**src/rtl/boot_pkg.sv**
```systemverilog
// rtl/boot_pkg.sv - shared constants, state type and helpers for the multiboot scheduler
package boot_pkg;

  localparam int SLOT_W = 2;
  localparam int IDX_W  = 4;
  localparam int NWORDS = 14;

  // ICAP command words, written here in the Xilinx documentation bit order
  localparam logic [15:0] SYNC1     = 16'hAA99;
  localparam logic [15:0] SYNC2     = 16'h5566;
  localparam logic [15:0] CMD_WR    = 16'h30A1;
  localparam logic [15:0] NUL       = 16'h0000;
  localparam logic [15:0] GEN1_WR   = 16'h3261;
  localparam logic [15:0] GEN2_WR   = 16'h3281;
  localparam logic [15:0] IPROG     = 16'h000E;
  localparam logic [15:0] NOOP      = 16'h2000;
  localparam logic [15:0] IDLE_WORD = 16'hFFFF;

  typedef enum logic [1:0] {
    IDLE  = 2'd0,
    SEND  = 2'd1,
    DRAIN = 2'd2
  } state_t;

  // ICAP_SPARTAN6 expects each byte with its bits mirrored
  function automatic logic [15:0] byte_rev(input logic [15:0] w);
    logic [15:0] r;
    for (int b = 0; b < 8; b++) begin
      r[b]     = w[7 - b];
      r[8 + b] = w[15 - b];
    end
    return r;
  endfunction

endpackage

```
**src/rtl/boot_req_qual.sv**
```systemverilog
// rtl/boot_req_qual.sv - per-source request hold counter and re-arm flag
module boot_req_qual
  import boot_pkg::*;
#(
  parameter int HOLD = 4
) (
  input  logic clock,
  input  logic reset,
  input  logic ce,
  input  logic req,
  input  logic take,
  output logic qual
);

  localparam int CW = $clog2(HOLD + 1);
  localparam logic [CW-1:0] HOLD_C = CW'(HOLD);

  logic [CW-1:0] cnt;
  logic          armed;

  // Count consecutive ce cycles with req high; a low sample clears and re-arms,
  // being served disarms until the source lets go of req.
  always_ff @(posedge clock or negedge reset) begin
    if (!reset) begin
      cnt   <= '0;
      armed <= 1'b1;
    end else if (ce) begin
      if (!req) begin
        cnt <= '0;
      end else if (cnt != HOLD_C) begin
        cnt <= cnt + 1'b1;
      end
      if (take) begin
        armed <= 1'b0;
      end else if (!req) begin
        armed <= 1'b1;
      end
    end
  end

  assign qual = (cnt == HOLD_C) && armed;

endmodule

```
**src/rtl/boot_sched.sv**
```systemverilog
// rtl/boot_sched.sv - round-robin multiboot scheduler driving the Spartan-6 ICAP
module boot_sched
  import boot_pkg::*;
#(
  parameter int          NREQ   = 2,
  parameter int          HOLD   = 4,
  parameter int          GUARD  = 1024,
  parameter logic [23:0] ADDR0  = 24'h000000,
  parameter logic [23:0] ADDR1  = 24'h058000,
  parameter logic [23:0] ADDR2  = 24'h058000,
  parameter logic [23:0] ADDR3  = 24'h058000,
  parameter logic [7:0]  OPCODE = 8'h03
) (
  input  logic                     clock,
  input  logic                     reset,
  input  logic                     ce,
  input  logic [NREQ-1:0]          req,
  input  logic [SLOT_W*NREQ-1:0]   slot,
  input  logic                     lock,
  output logic [NREQ-1:0]          grant,
  output logic                     busy,
  output logic                     icap_ce,
  output logic                     icap_wr,
  output logic [15:0]              icap_din
);

  localparam int PTR_W = (NREQ > 1) ? $clog2(NREQ) : 1;
  localparam int GW    = (GUARD > 1) ? $clog2(GUARD) : 1;
  localparam logic [IDX_W-1:0] END_IDX   = IDX_W'(NWORDS);
  localparam logic [GW-1:0]    GUARD_END = GW'(GUARD - 1);
  localparam logic [PTR_W-1:0] PTR_LAST  = PTR_W'(NREQ - 1);

  state_t             state, state_n;
  logic [IDX_W-1:0]   idx;
  logic [GW-1:0]      guard_cnt;
  logic [23:0]        addr;
  logic [PTR_W-1:0]   ptr;
  logic [NREQ-1:0]    qual;
  logic [NREQ-1:0]    take;
  logic               any_qual;
  logic [PTR_W-1:0]   win_idx;
  logic [PTR_W-1:0]   arb_hi;
  logic [PTR_W-1:0]   arb_lo;
  logic               arb_found_hi;
  logic [NREQ-1:0]    win_oh;
  logic [SLOT_W-1:0]  win_slot;
  logic [15:0]        word;
  logic               start;
  logic               step;
  logic               end_send;
  logic               drain_done;

  genvar g;
  generate
    for (g = 0; g < NREQ; g++) begin : g_qual
      boot_req_qual #(.HOLD(HOLD)) u_qual (
        .clock (clock),
        .reset (reset),
        .ce    (ce),
        .req   (req[g]),
        .take  (take[g]),
        .qual  (qual[g])
      );
    end
  endgenerate

  function automatic logic [23:0] slot_addr(input logic [SLOT_W-1:0] s);
    case (s)
      2'd0:    return ADDR0;
      2'd1:    return ADDR1;
      2'd2:    return ADDR2;
      default: return ADDR3;
    endcase
  endfunction

  // Round-robin pick: lowest qualified index at or above ptr, else lowest below it.
  always_comb begin
    arb_hi       = '0;
    arb_lo       = '0;
    arb_found_hi = 1'b0;
    for (int i = NREQ - 1; i >= 0; i--) begin
      if (qual[i]) begin
        if (PTR_W'(i) >= ptr) begin
          arb_hi       = PTR_W'(i);
          arb_found_hi = 1'b1;
        end else begin
          arb_lo = PTR_W'(i);
        end
      end
    end
    win_idx = arb_found_hi ? arb_hi : arb_lo;
    win_oh  = '0;
    win_oh[win_idx] = 1'b1;
    win_slot = '0;
    for (int i = 0; i < NREQ; i++) begin
      if (win_idx == PTR_W'(i)) begin
        win_slot = slot[i*SLOT_W +: SLOT_W];
      end
    end
  end

  assign any_qual = |qual;
  assign take     = start ? win_oh : '0;
  assign busy     = (state != IDLE);

  // Command ROM; idx always names the word to present on the next ce in SEND.
  always_comb begin
    word = IDLE_WORD;
    case (idx)
      4'd0:  word = SYNC1;
      4'd1:  word = SYNC2;
      4'd2:  word = CMD_WR;
      4'd3:  word = NUL;
      4'd4:  word = GEN1_WR;
      4'd5:  word = addr[15:0];
      4'd6:  word = GEN2_WR;
      4'd7:  word = {OPCODE, addr[23:16]};
      4'd8:  word = CMD_WR;
      4'd9:  word = IPROG;
      4'd10: word = NOOP;
      4'd11: word = NOOP;
      4'd12: word = NOOP;
      4'd13: word = NOOP;
      default: word = IDLE_WORD;
    endcase
  end

  // State register
  always_ff @(posedge clock or negedge reset) begin
    if (!reset) begin
      state <= IDLE;
    end else begin
      state <= state_n;
    end
  end

  // Next state and per-edge control strobes
  always_comb begin
    state_n    = state;
    start      = 1'b0;
    step       = 1'b0;
    end_send   = 1'b0;
    drain_done = 1'b0;
    case (state)
      IDLE: begin
        if (ce && !lock && any_qual) begin
          start   = 1'b1;
          state_n = SEND;
        end
      end
      SEND: begin
        if (ce) begin
          if (idx == END_IDX) begin
            end_send = 1'b1;
            state_n  = DRAIN;
          end else begin
            step = 1'b1;
          end
        end
      end
      DRAIN: begin
        if (ce && guard_cnt == GUARD_END) begin
          drain_done = 1'b1;
          state_n    = IDLE;
        end
      end
      default: state_n = IDLE;
    endcase
  end

  // Grant, address latch, RR pointer, guard timer and registered ICAP port
  always_ff @(posedge clock or negedge reset) begin
    if (!reset) begin
      idx       <= '0;
      guard_cnt <= '0;
      addr      <= '0;
      ptr       <= '0;
      grant     <= '0;
      icap_ce   <= 1'b1;
      icap_wr   <= 1'b1;
      icap_din  <= IDLE_WORD;
    end else begin
      if (start) begin
        addr     <= slot_addr(win_slot);
        grant    <= win_oh;
        ptr      <= (win_idx == PTR_LAST) ? '0 : win_idx + 1'b1;
        idx      <= IDX_W'(1);
        icap_ce  <= 1'b0;
        icap_wr  <= 1'b0;
        icap_din <= byte_rev(SYNC1);
      end
      if (step) begin
        icap_din <= byte_rev(word);
        idx      <= idx + 1'b1;
      end
      if (end_send) begin
        icap_ce   <= 1'b1;
        icap_wr   <= 1'b1;
        icap_din  <= IDLE_WORD;
        guard_cnt <= '0;
      end
      if (drain_done) begin
        grant <= '0;
      end else if (state == DRAIN && ce) begin
        guard_cnt <= guard_cnt + 1'b1;
      end
    end
  end

endmodule

```
**config.mk**
```make
export PLATFORM = sky130hd
export DESIGN_NAME = boot_sched
export DESIGN_NICKNAME = d
export VERILOG_FILES = /design/src/rtl/boot_pkg.sv /design/src/rtl/boot_req_qual.sv /design/src/rtl/boot_sched.sv
export SDC_FILE = /design/constraint.sdc
export NUM_CORES = 1
export LEC_CHECK = 0
export BUFFER_PORTS_ARGS = -buffer_cell sky130_fd_sc_hd__buf_4
export CAP_MARGIN = 20
export CORE_MARGIN = 2
export CORE_UTILIZATION = 24
export DETAILED_ROUTE_END_ITERATION = 6
export PLACE_DENSITY = 0.47
export SYNTH_ARGS = -nofsm -noshare
export SYNTH_HDL_FRONTEND = slang
export SYNTH_HIERARCHICAL = 1
export SYNTH_SLANG_ARGS = --single-unit
```
**constraint.sdc**
```tcl
create_clock -name clock -period 1.7 [get_ports clock]
set_input_delay 0.085 -clock clock [delete_from_list [all_inputs] [get_ports clock]]
set_output_delay 0.085 -clock clock [all_outputs]
set_load 0.01 [all_outputs]
```
== After elaboration in Yosys (flattened, before gate mapping) ==
Cells that the tools add are included.

* Reductions and logical operators: 24
* Multiply operators: 0
* Equal/unequal tests: 29
* Div/mod/pow operators: 0
* Magnitude comparators: 4
* Muxes and demuxes: 53
* Shift-type cells: 0
* Bitwise logic cells: 0
* Add/subtract/negate cells: 5

{| class="wikitable"
|+ Operators by type and width
! cell !! number
|-
| 16-bit case mux with 10 select lines || 1
|-
| 16-bit 2-to-1 mux || 3
|-
| 10-bit 2-to-1 mux || 3
|-
| 1-bit 2-to-1 mux || 29
|-
| 4-bit == test (second input constant) || 7
|-
| 19-bit 2-to-1 mux || 1
|-
| 4-bit by 3-bit == test with 1-bit output (second input constant) || 4
|-
| 2-bit 2-to-1 mux || 8
|-
| 3-bit 2-to-1 mux || 4
|-
| 10-bit by 1-bit adder with 10-bit output (second input constant) || 1
|-
| 10-bit == test (second input constant) || 1
|-
| 4-bit by 2-bit == test with 1-bit output (second input constant) || 2
|-
| 4-bit 2-to-1 mux || 2
|-
| 2-bit by 1-bit inequality test with 1-bit output (second input constant) || 4
|-
| 2-bit inequality test (second input constant) || 4
|-
| 2-bit AND reduction || 4
|-
| 2-bit nonzero test || 4
|-
| 1-bit logical AND || 7
|-
| 3-bit by 1-bit adder with 3-bit output (second input constant) || 2
|-
| 3-bit == test (second input constant) || 2
|-
| 3-bit inequality test (second input constant) || 2
|-
| 2-bit case mux with 3 select lines || 1
|-
| 4-bit by 1-bit adder with 4-bit output (second input constant) || 1
|-
| 4-bit by 1-bit == test with 1-bit output (second input constant) || 1
|-
| other kinds (14) || 17
|}

* Bits in writable memories: 0
* Bits in latches: 0
* Input bits: 10
* Logic and storage cells: 127
* Bits in read-only memories: 0
* Register bits after elaboration: 68
* Output and inout bits: 21
* Memories: 0

== Logic depth before layout (Yosys ltp) ==
Gate-level depths: netlist of the first run.

* Depth in word-level cells: 13
* Depth in mapped cells: 8
* Gate-level depth less buffers: 8

== Hierarchy ==
The synthesis of the first run kept the hierarchy.

{| class="wikitable"
|+ By module, submodules not included
! module !! times used !! cells each !! area an instance (sq um)
|-
| boot_sched || 1 || 210 || 1928.1
|-
| boot_req_qual || 2 || 23 || 226.5
|}

== Worst setup path before layout of the first run ==
OpenSTA, ideal clock, no wires.

* Path kind: register to register
* From: reg g_qual[0].u_qual.cnt[0]
* To: reg idx[3]
* Path slack: -0.008 ns
* Buffers on the path: 1
* Clock period less this slack: 1.708 ns
* Data required time: 1.617 ns
* Arrival time: 1.625 ns
* Cell stages (with the launch flop): 9
* Path through: dfrtp_1 -> inv_1 -> ha_1 -> and3_2 -> o21bai_1 -> a2bb2oi_1 -> buf_6 -> a21oi_1 -> o21ai_0

* Cells in the longest elaborated chain, start to end: 7

{| class="wikitable"
|+ RTL lines
! item !! line !! RTL
|-
| start, declared || boot_req_qual.sv:18 || <nowiki>logic [CW-1:0] cnt;</nowiki>
|-
| start signal, assigned || boot_req_qual.sv:31 || <nowiki>cnt <= cnt + 1'b1;</nowiki>
|-
| 3-bit == test || boot_req_qual.sv:41 || <nowiki>assign qual = (cnt == HOLD_C) && armed;</nowiki>
|-
| 1-bit logical AND || boot_req_qual.sv:41 ||
|-
| net qual[0] || boot_sched.sv:38 || <nowiki>logic [NREQ-1:0] qual;</nowiki>
|-
| 2-bit OR reduction || boot_sched.sv:102 || <nowiki>assign any_qual = |qual;</nowiki>
|-
| 1-bit logical AND || boot_sched.sv:146 || <nowiki>if (ce && !lock && any_qual) begin</nowiki>
|-
| 1-bit 2-to-1 mux || boot_sched.sv:146 ||
|-
| 1-bit 2-to-1 mux || boot_sched.sv:144 || <nowiki>case (state)</nowiki>
|-
| 2-bit nonzero test (no line) || - ||
|-
| end signal, assigned || boot_sched.sv:194 || <nowiki>idx <= idx + 1'b1;</nowiki>
|-
| end, declared || boot_sched.sv:34 || <nowiki>logic [IDX_W-1:0] idx;</nowiki>
|}

The timed path passes the listed nets, and every way through them passes these cells.
A chain may end at the register's enable or synchronous reset.

== Worst setup path after layout of the first run ==
* From: reg g_qual[1].u_qual.cnt[1]
* To: reg idx[2]

* Cells in the longest elaborated chain, start to end: 7

{| class="wikitable"
|+ RTL lines
! item !! line
|-
| start, declared || boot_req_qual.sv:18
|-
| start signal, assigned || boot_req_qual.sv:31
|-
| 3-bit == test || boot_req_qual.sv:41
|-
| 1-bit logical AND || boot_req_qual.sv:41
|-
| net qual[1] || boot_sched.sv:38
|-
| 2-bit OR reduction || boot_sched.sv:102
|-
| 1-bit logical AND || boot_sched.sv:146
|-
| 1-bit 2-to-1 mux || boot_sched.sv:146
|-
| 1-bit 2-to-1 mux || boot_sched.sv:144
|-
| 2-bit nonzero test (no line) || -
|}

The timed path passes the listed nets, and every way through them passes these cells.

==> metrics.yaml, run 1 <==
status:
  outcome: "completed"
timing:
  setup_violations: 0
  min_period_ps: 1650
  setup_slack_ps: 52.6
  fin_worst_skew_ps: 6.14
  fmax_ghz: 0.607
  timing.final.hold_violations: 0
  worst_pin_slew_ps: 561
  final_max_slew_viol_count: 0
  max-slew-margin-rel: 0.626
  finalCritPeriodShare: 0.969
  rsz0062_at_grt: "yes"
synth:
  synth_nets: 275
  synthFlopType: "dfrtp_1"
  synth_seq_cells: 43
  netlist_top_cells_area: "dfrtp_1 27%, dfstp_2 19%, ha_1 4.7%"
  synth_edf_count: 0
  synthCells: 256
  ys_seq_area_frac: 0.461
  avgSynthCellArea_um2: 9.30
  synth_top_area_frac: 0.273
  synthArstFlopShare: 1.00
  synth_top_cell_by_area: "dfrtp_1"
  yosysWarnings: 6
  syn-cell-area_mm2: 0.00238
  synthDistinctLibCells: 55
placed_design:
  place_area_mm2: 0.00294
  gp_congestion: 0.772
  io_buffers: 30
  placedCellCount: 438
  hpwlAfterDp_mm: 4.26
  dp_slack_ps: -166
drt:
  drt_iter0_drc: 73
  vias_per_cell: 4.59
  ant_nets: 0
  routed_wl_mm: 5.80
  drt_first_pass_iters: 4
  num_vias: 2057
  wl_per_cell_um: 12.9
  drc: 0
grt:
  grt-ovfl-total: 0
  grt_max_degree: 44
  grt_pass1_vias: 1957
  track_usage: 0.110
  antenna_found_initial: 0
  grt_pass1_wl_mm: 9.58
clocking:
  numCtsBuffers: 5
  path_clk_slew_ps: 90
  cts_tree: "yes"
  cts.path.max_buffers: 2
  clock_latency_ps: 300
  root_buffer: "clkbuf_8"
  htree_num_levels: 2
  cts_sinks: 43
floorplanning:
  die_width_um: 104
  num_io_pins: 31
  die_y_um: 104
  std_cell_rows: 36
  die_area_mm2: 0.0107
  initial_core_util: 0.246
  fp.coreArea_mm2: 0.00968
power:
  p_per_area_mw_per_mm2: 1530
  p_leak_nw: 1.40
  vdd_drop_max_mv: 0.455
  power_w: 0.00476
worst_setup_path:
  arrival_ps: 1830
  critPathKind: "register to register"
  path_max_fanout: 4
  end_kind: "register"
  worst_setup_path_start_kind: "register"
  reg2reg_depth: 8
  crit_required_ps: 1880
worst_hold_path:
  min_path_cells: 3
  min_path_type: "input pin to register"
finish:
  areaGrowthSynthToFinish_pct: 30.4
  nFillCells: 1021
  design_area_mm2: 0.00310
  diodes: 0
  multi_input_area_mm2: 0.00120
  drive_above_1_share: 0.356
  final_net_count: 333
  finalNonFillerCells: 448
  final-seq-area_mm2: 0.00110
run:
  maxCapViolCount: 0
-- power by group --
part,switching (W),leakage (nW),internal (W)
logic,0.00115,0.843,0.00120
clock network,0.000371,0.0455,0.000289
registers,0.000269,0.514,0.00148
total,0.00179,1.40,0.00297
-- sequential cells by signal, indices dropped and copies added, names as in the netlist --
name and cells:
g_qual.u_qual/cnt 6, idx 4, grant 2, g_qual.u_qual/armed 2
addr 1, icap_wr 1, ptr 1, guard_cnt 10
state 2, icap_din 14
-- worst max-delay path: stages (launching register included) --
cell and delay (ps):
dfrtp_1 390, inv_1 70, ha_1 160, and3_4 210, o21bai_4 100, a2bb2oi_4 160, buf_4 140, o21ai_0 190
o21ai_0 110
-- synthesized netlist by cell type (all sizes together) (2+ instances only) --
cell type / n
inv: 18
ha: 9
or3: 4
nand2b: 2
dfstp: 17
nor3: 6
a21oi: 24
nor2: 25
a22o: 3
a41o: 3
a31oi: 9
nand3b: 4
clkbuf: 4
nand3: 12
a211o: 3
and3: 6
buf: 9
xor2: 2
or2: 2
o31ai: 3
o21ai: 11
mux2i: 4
nor2b: 2
a211oi: 2
nand2: 26
dfrtp: 26
-- per-stage QoR --
step | setup TNS (ps) | util | hold slack [ps]
2_1_floorplan | 0 | - | -211
3_3_place_gp | -160 | 0.303 | 130
3_5_place_dp | -690 | 0.303 | 132
4_1_cts | 0 | 0.314 | 47.0
5_1_grt | -3.38 | 0.321 | 70.8
6_report | 0 | 0.321 | 58.1
-- placed cells by master, fill, tap and decap left out, types with 2 or more instances in the layout --
cell	instances
nand2_1	26
dfrtp_1	26
nor3_1	5
nand3b_1	4
a31oi_1	9
mux2i_1	4
buf_4	62
a41o_1	3
nand2b_1	2
ha_2	3
or3_1	4
a21oi_2	2
xor2_1	2
o31ai_1	2
nand3_2	3
a211o_1	2
clkbuf_8	5
ha_1	6
o21ai_0	10
nor2_1	24
a21oi_1	22
a211oi_1	2
a22o_1	3
and3_2	2
nand3_1	9
and3_1	3
nor2b_1	2
inv_1	18
dfstp_2	17
-- cell families after synthesis --
family,Yosys count,share of synthesized area
and+or+nand+nor,97,0.208
AOI/OAI and AO/OA,69,0.193
DFF,43,0.461
buffers and inverters,31,0.0620
adders and majority gates,9,0.0473
muxes,5,0.0215
xor gates and xnor gates,2,0.00736
-- cell type report --
class / count / area share
Clock buffer: 6 / 0.0234
Clock inverter: 2 / 0.00363
Inverter: 18 / 0.0218
Multi-Input combinational cell: 182 / 0.387
Sequential cell: 43 / 0.353
Tap cell: 133 / 0.0536
Timing Repair Buffer: 64 / 0.157
-- metal layers --
metal / GRT usage / routed length [um]
met1: 0.148 / 2870
met3: 0.0296 / 167
met4: 0.0290 / 59
met5: 0 / 0
met2: 0.174 / 2700
-- timing repair --
item,CTS,global route
endpoints found under the hold margin,26,0
hold buffers,1,0
gates cloned,0,0
setup buffers,0,1
resized for setup,2,18
setup endpoints to repair,14,23
pin swaps,0,2
-- worst paths after layout --
kind                                               from  slack, ps                      end
min in group asynchronous                         reset        320                   idx[2]
worst min-delay path                             req[1]         60  g_qual[1].u_qual/cnt[2]
worst max-delay path            g_qual[1].u_qual/cnt[1]         50                   idx[2]
worst min register to register                  icap_wr        490                  icap_wr
worst max register to register  g_qual[1].u_qual/cnt[1]         50                   idx[2]
max in group asynchronous                         reset       1000   g_qual[1].u_qual/armed
(Power assumes the default switching activity.)
==> inputs of run 2 (changes only) <==
- HOLD_SLACK_MARGIN: default -> 0.1
- PLACE_DENSITY: 0.47 -> default
- PLACE_DENSITY_LB_ADDON: default -> 0.15
==> metrics.yaml, run 2 (synthesis results as in run 1) <==
worst_setup_path:
  end_kind: "register"  # unchanged
  path_cells: "inv_1 -> ha_1 -> and3_2 -> o21bai_4 -> a2bb2oi_2 -> buf_6 -> a221o_1"  # was inv_1 -> ha_1 -> and3_4 -> o21bai_4 -> a2bb2oi_4 -> buf_4 -> o21ai_0 -> o21ai_0
  reg2reg_depth: 7  # was 8
  reg2reg_from: "g_qual[0].u_qual/cnt[1]"  # was g_qual[1].u_qual/cnt[1]
  worst_setup_path_start_kind: "register"  # unchanged
  slowest_delay_ps: 380  # was 390 ps
  rrSetupSlack_ps: 80  # was 50 ps
  r2r-end: "icap_din[11]"  # was idx[2]
  setup.worst_path.start: "g_qual[0].u_qual/cnt[1]"  # was g_qual[1].u_qual/cnt[1]
  crit_required_ps: 1920  # was 1880 ps
  arrival_ps: 1850  # was 1830 ps
  slowest_stage: "dfrtp_1"  # unchanged
  path_max_fanout: 11  # was 4
  crit_end: "icap_din[11]"  # was idx[2]
  critPathKind: "register to register"  # unchanged
floorplanning:
  die_area_mm2: 0.0107  # unchanged
  num_io_pins: 31  # unchanged
  die_width_um: 104  # unchanged
  die_y_um: 104  # unchanged
  initial_core_util: 0.246  # unchanged
  fp.coreArea_mm2: 0.00968  # unchanged
  std_cell_rows: 36  # unchanged
worst_hold_path:
  min_path_type: "input pin to register"  # unchanged
  min_path_cells: 3  # unchanged
power:
  p_switching_w: 0.00181  # was 0.00179 W
  p_seq_frac: 0.367  # about the same
  swShare: 0.375  # was 0.376
  p_per_area_mw_per_mm2: 1540  # was 1530 mW/mm2
  p_leak_nw: 1.41  # was 1.40 nW
  p_comb_frac: 0.500  # was 0.494
  pwr-share-clk: 0.134  # was 0.139
  power.internal_w: 0.00302  # was 0.00297 W
  vdd_drop_max_mv: 0.474  # was 0.455 mV
timing:
  timing.final.hold_violations: 0  # unchanged
  rsz0062_at_grt: "yes"  # unchanged
  fmax_ghz: 0.617  # was 0.607 GHz
  final.setup.tns_ps: 0  # unchanged
  min_period_ps: 1620  # was 1650 ps
  fin_worst_skew_ps: 4.40  # was 6.14 ps
  max-slew-margin-rel: 0.623  # was 0.626
  setup_violations: 0  # unchanged
  final_max_slew_viol_count: 0  # unchanged
  finalCritPeriodShare: 0.954  # was 0.969
  worst_pin_slew_ps: 565  # was 561 ps
  whs_ps: 112  # was 58.1 ps
drt:
  drt_iter0_drc: 58  # was 73
  num_vias: 2017  # was 2057
  vias_per_cell: 4.47  # was 4.59
  routed_wl_mm: 5.87  # was 5.80 mm
  top_layer_used: "met4"  # unchanged
  drc: 0  # unchanged
  ant_nets: 0  # unchanged
  met1_length_mm: 2.81  # was 2.87 mm
  wl_per_cell_um: 13.0  # was 12.9 um
  wl_met3_um: 189  # was 167 um
  wl_met2_mm: 2.79  # was 2.70 mm
  drt_first_pass_iters: 4  # unchanged
placed_design:
  gp_congestion: 0.763  # was 0.772
  io_buffers: 30  # unchanged
  hpwlAfterDp_mm: 4.32  # was 4.26 mm
clocking:
  htree_num_levels: 2  # unchanged
  cts_sinks: 43  # unchanged
  path_clk_slew_ps: 80  # was 90 ps
  numCtsBuffers: 5  # unchanged
  clock_latency_ps: 300  # about the same
  cts_tree: "yes"  # unchanged
  root_buffer: "clkbuf_8"  # unchanged
  cts.path.max_buffers: 2  # unchanged
grt:
  track_usage: 0.114  # was 0.110
  antenna_found_initial: 0  # unchanged
  grt_max_degree: 44  # unchanged
  grt-ovfl-total: 0  # unchanged
  grt_pass1_wl_mm: 10.0  # was 9.58 mm
  grt_pass1_vias: 2049  # was 1957
finish:
  areaGrowthSynthToFinish_pct: 31.9  # was 30.4%
  reg_top3: "icap_din (14), guard_cnt (10), g_qual.u_qual/cnt (6)"  # unchanged
  final_net_count: 336  # was 333
  final_common_cell: "buf_4"  # unchanged
  diodes: 0  # unchanged
  top_register: "icap_din"  # unchanged
  final_cell_mix: "63 x buf_4, 26 x nand2_1, 25 x dfrtp_1"  # was 62 x buf_4, 26 x nand2_1, 26 x dfrtp_1
  largest_register_ffs: 14  # unchanged
  drive_above_1_share: 0.371  # was 0.356
status:
  outcome: "completed"  # unchanged
run:
  maxCapViolCount: 0  # unchanged
==> run 2: metal layers <==
metal	track usage	vias up
met5	0	-
met2	0.185	31
met1	0.150	947
met3	0.0245	9
met4	0.0376	0
li1	-	1030
==> run 2: timing repair <==
action                                 in CTS  in global routing
endpoints found under the hold margin      32                  0
hold buffers                                3                  0
setup buffers                               0                  1
resized for setup                           2                 22
setup endpoints to repair                  13                 22
pin swaps                                   0                  1
==> run 2: how the worst min path moves through the flow <==
stage | start | endpoint
2_1_floorplan | reset | addr[16]
3_3_place_gp | reset | idx[1]
3_5_place_dp | reset | idx[1]
4_1_cts | slot[1] | addr[16]
5_1_grt | slot[1] | addr[16]
6_report | slot[1] | addr[16]
==> run 2: area by class of cell <==
type	count	area [um2]
clock buffer	5	68.8
fill	1024	6540
multi-input combinational	182	1210
clock inverter	3	15.0
tap	133	166
inverter	18	67.6
timing repair buffer	67	514
sequential	43	1100
==> run 2: stage by stage <==
| stage | std cells | util | power (W) | setup slack, ps | area (um2) |
|---|---|---|---|---|---|
| final | 451 | 0.324 | 0.00482 | 78.8 | 3140 |
| after floorplan | 256 | - | 0.00302 | 40.5 | 2390 |
| after CTS | 450 | 0.316 | 0.00475 | 22.1 | 3060 |
| after global routing | 451 | 0.324 | 0.00526 | -4.64 | 3140 |
| after global placement | 439 | 0.304 | 0.00407 | -78.5 | 2950 |
| after detailed placement | 439 | 0.304 | 0.00406 | -134 | 2950 |
==> run 2: power groups by stage <==
stage / sequential [W] / combinational [W] / clock [W]
2_1_floorplan: 0.00180 / 0.00122 / 0
3_3_place_gp: 0.00178 / 0.00229 / 0
3_5_place_dp: 0.00178 / 0.00228 / 0
4_1_cts: 0.00176 / 0.00230 / 0.000685
5_1_grt: 0.00183 / 0.00270 / 0.000723
6_report: 0.00177 / 0.00241 / 0.000644
==> run 2: worst max-delay path, delay by kind of cell, from the launching register on <==
family	cells	cell delay [ps]
AO/OA/AOI/OAI	3	570
flip-flops	1	380
AND/OR/NAND/NOR	1	230
buffers and inverters	2	220
adder cells (fa/ha/maj)	1	160
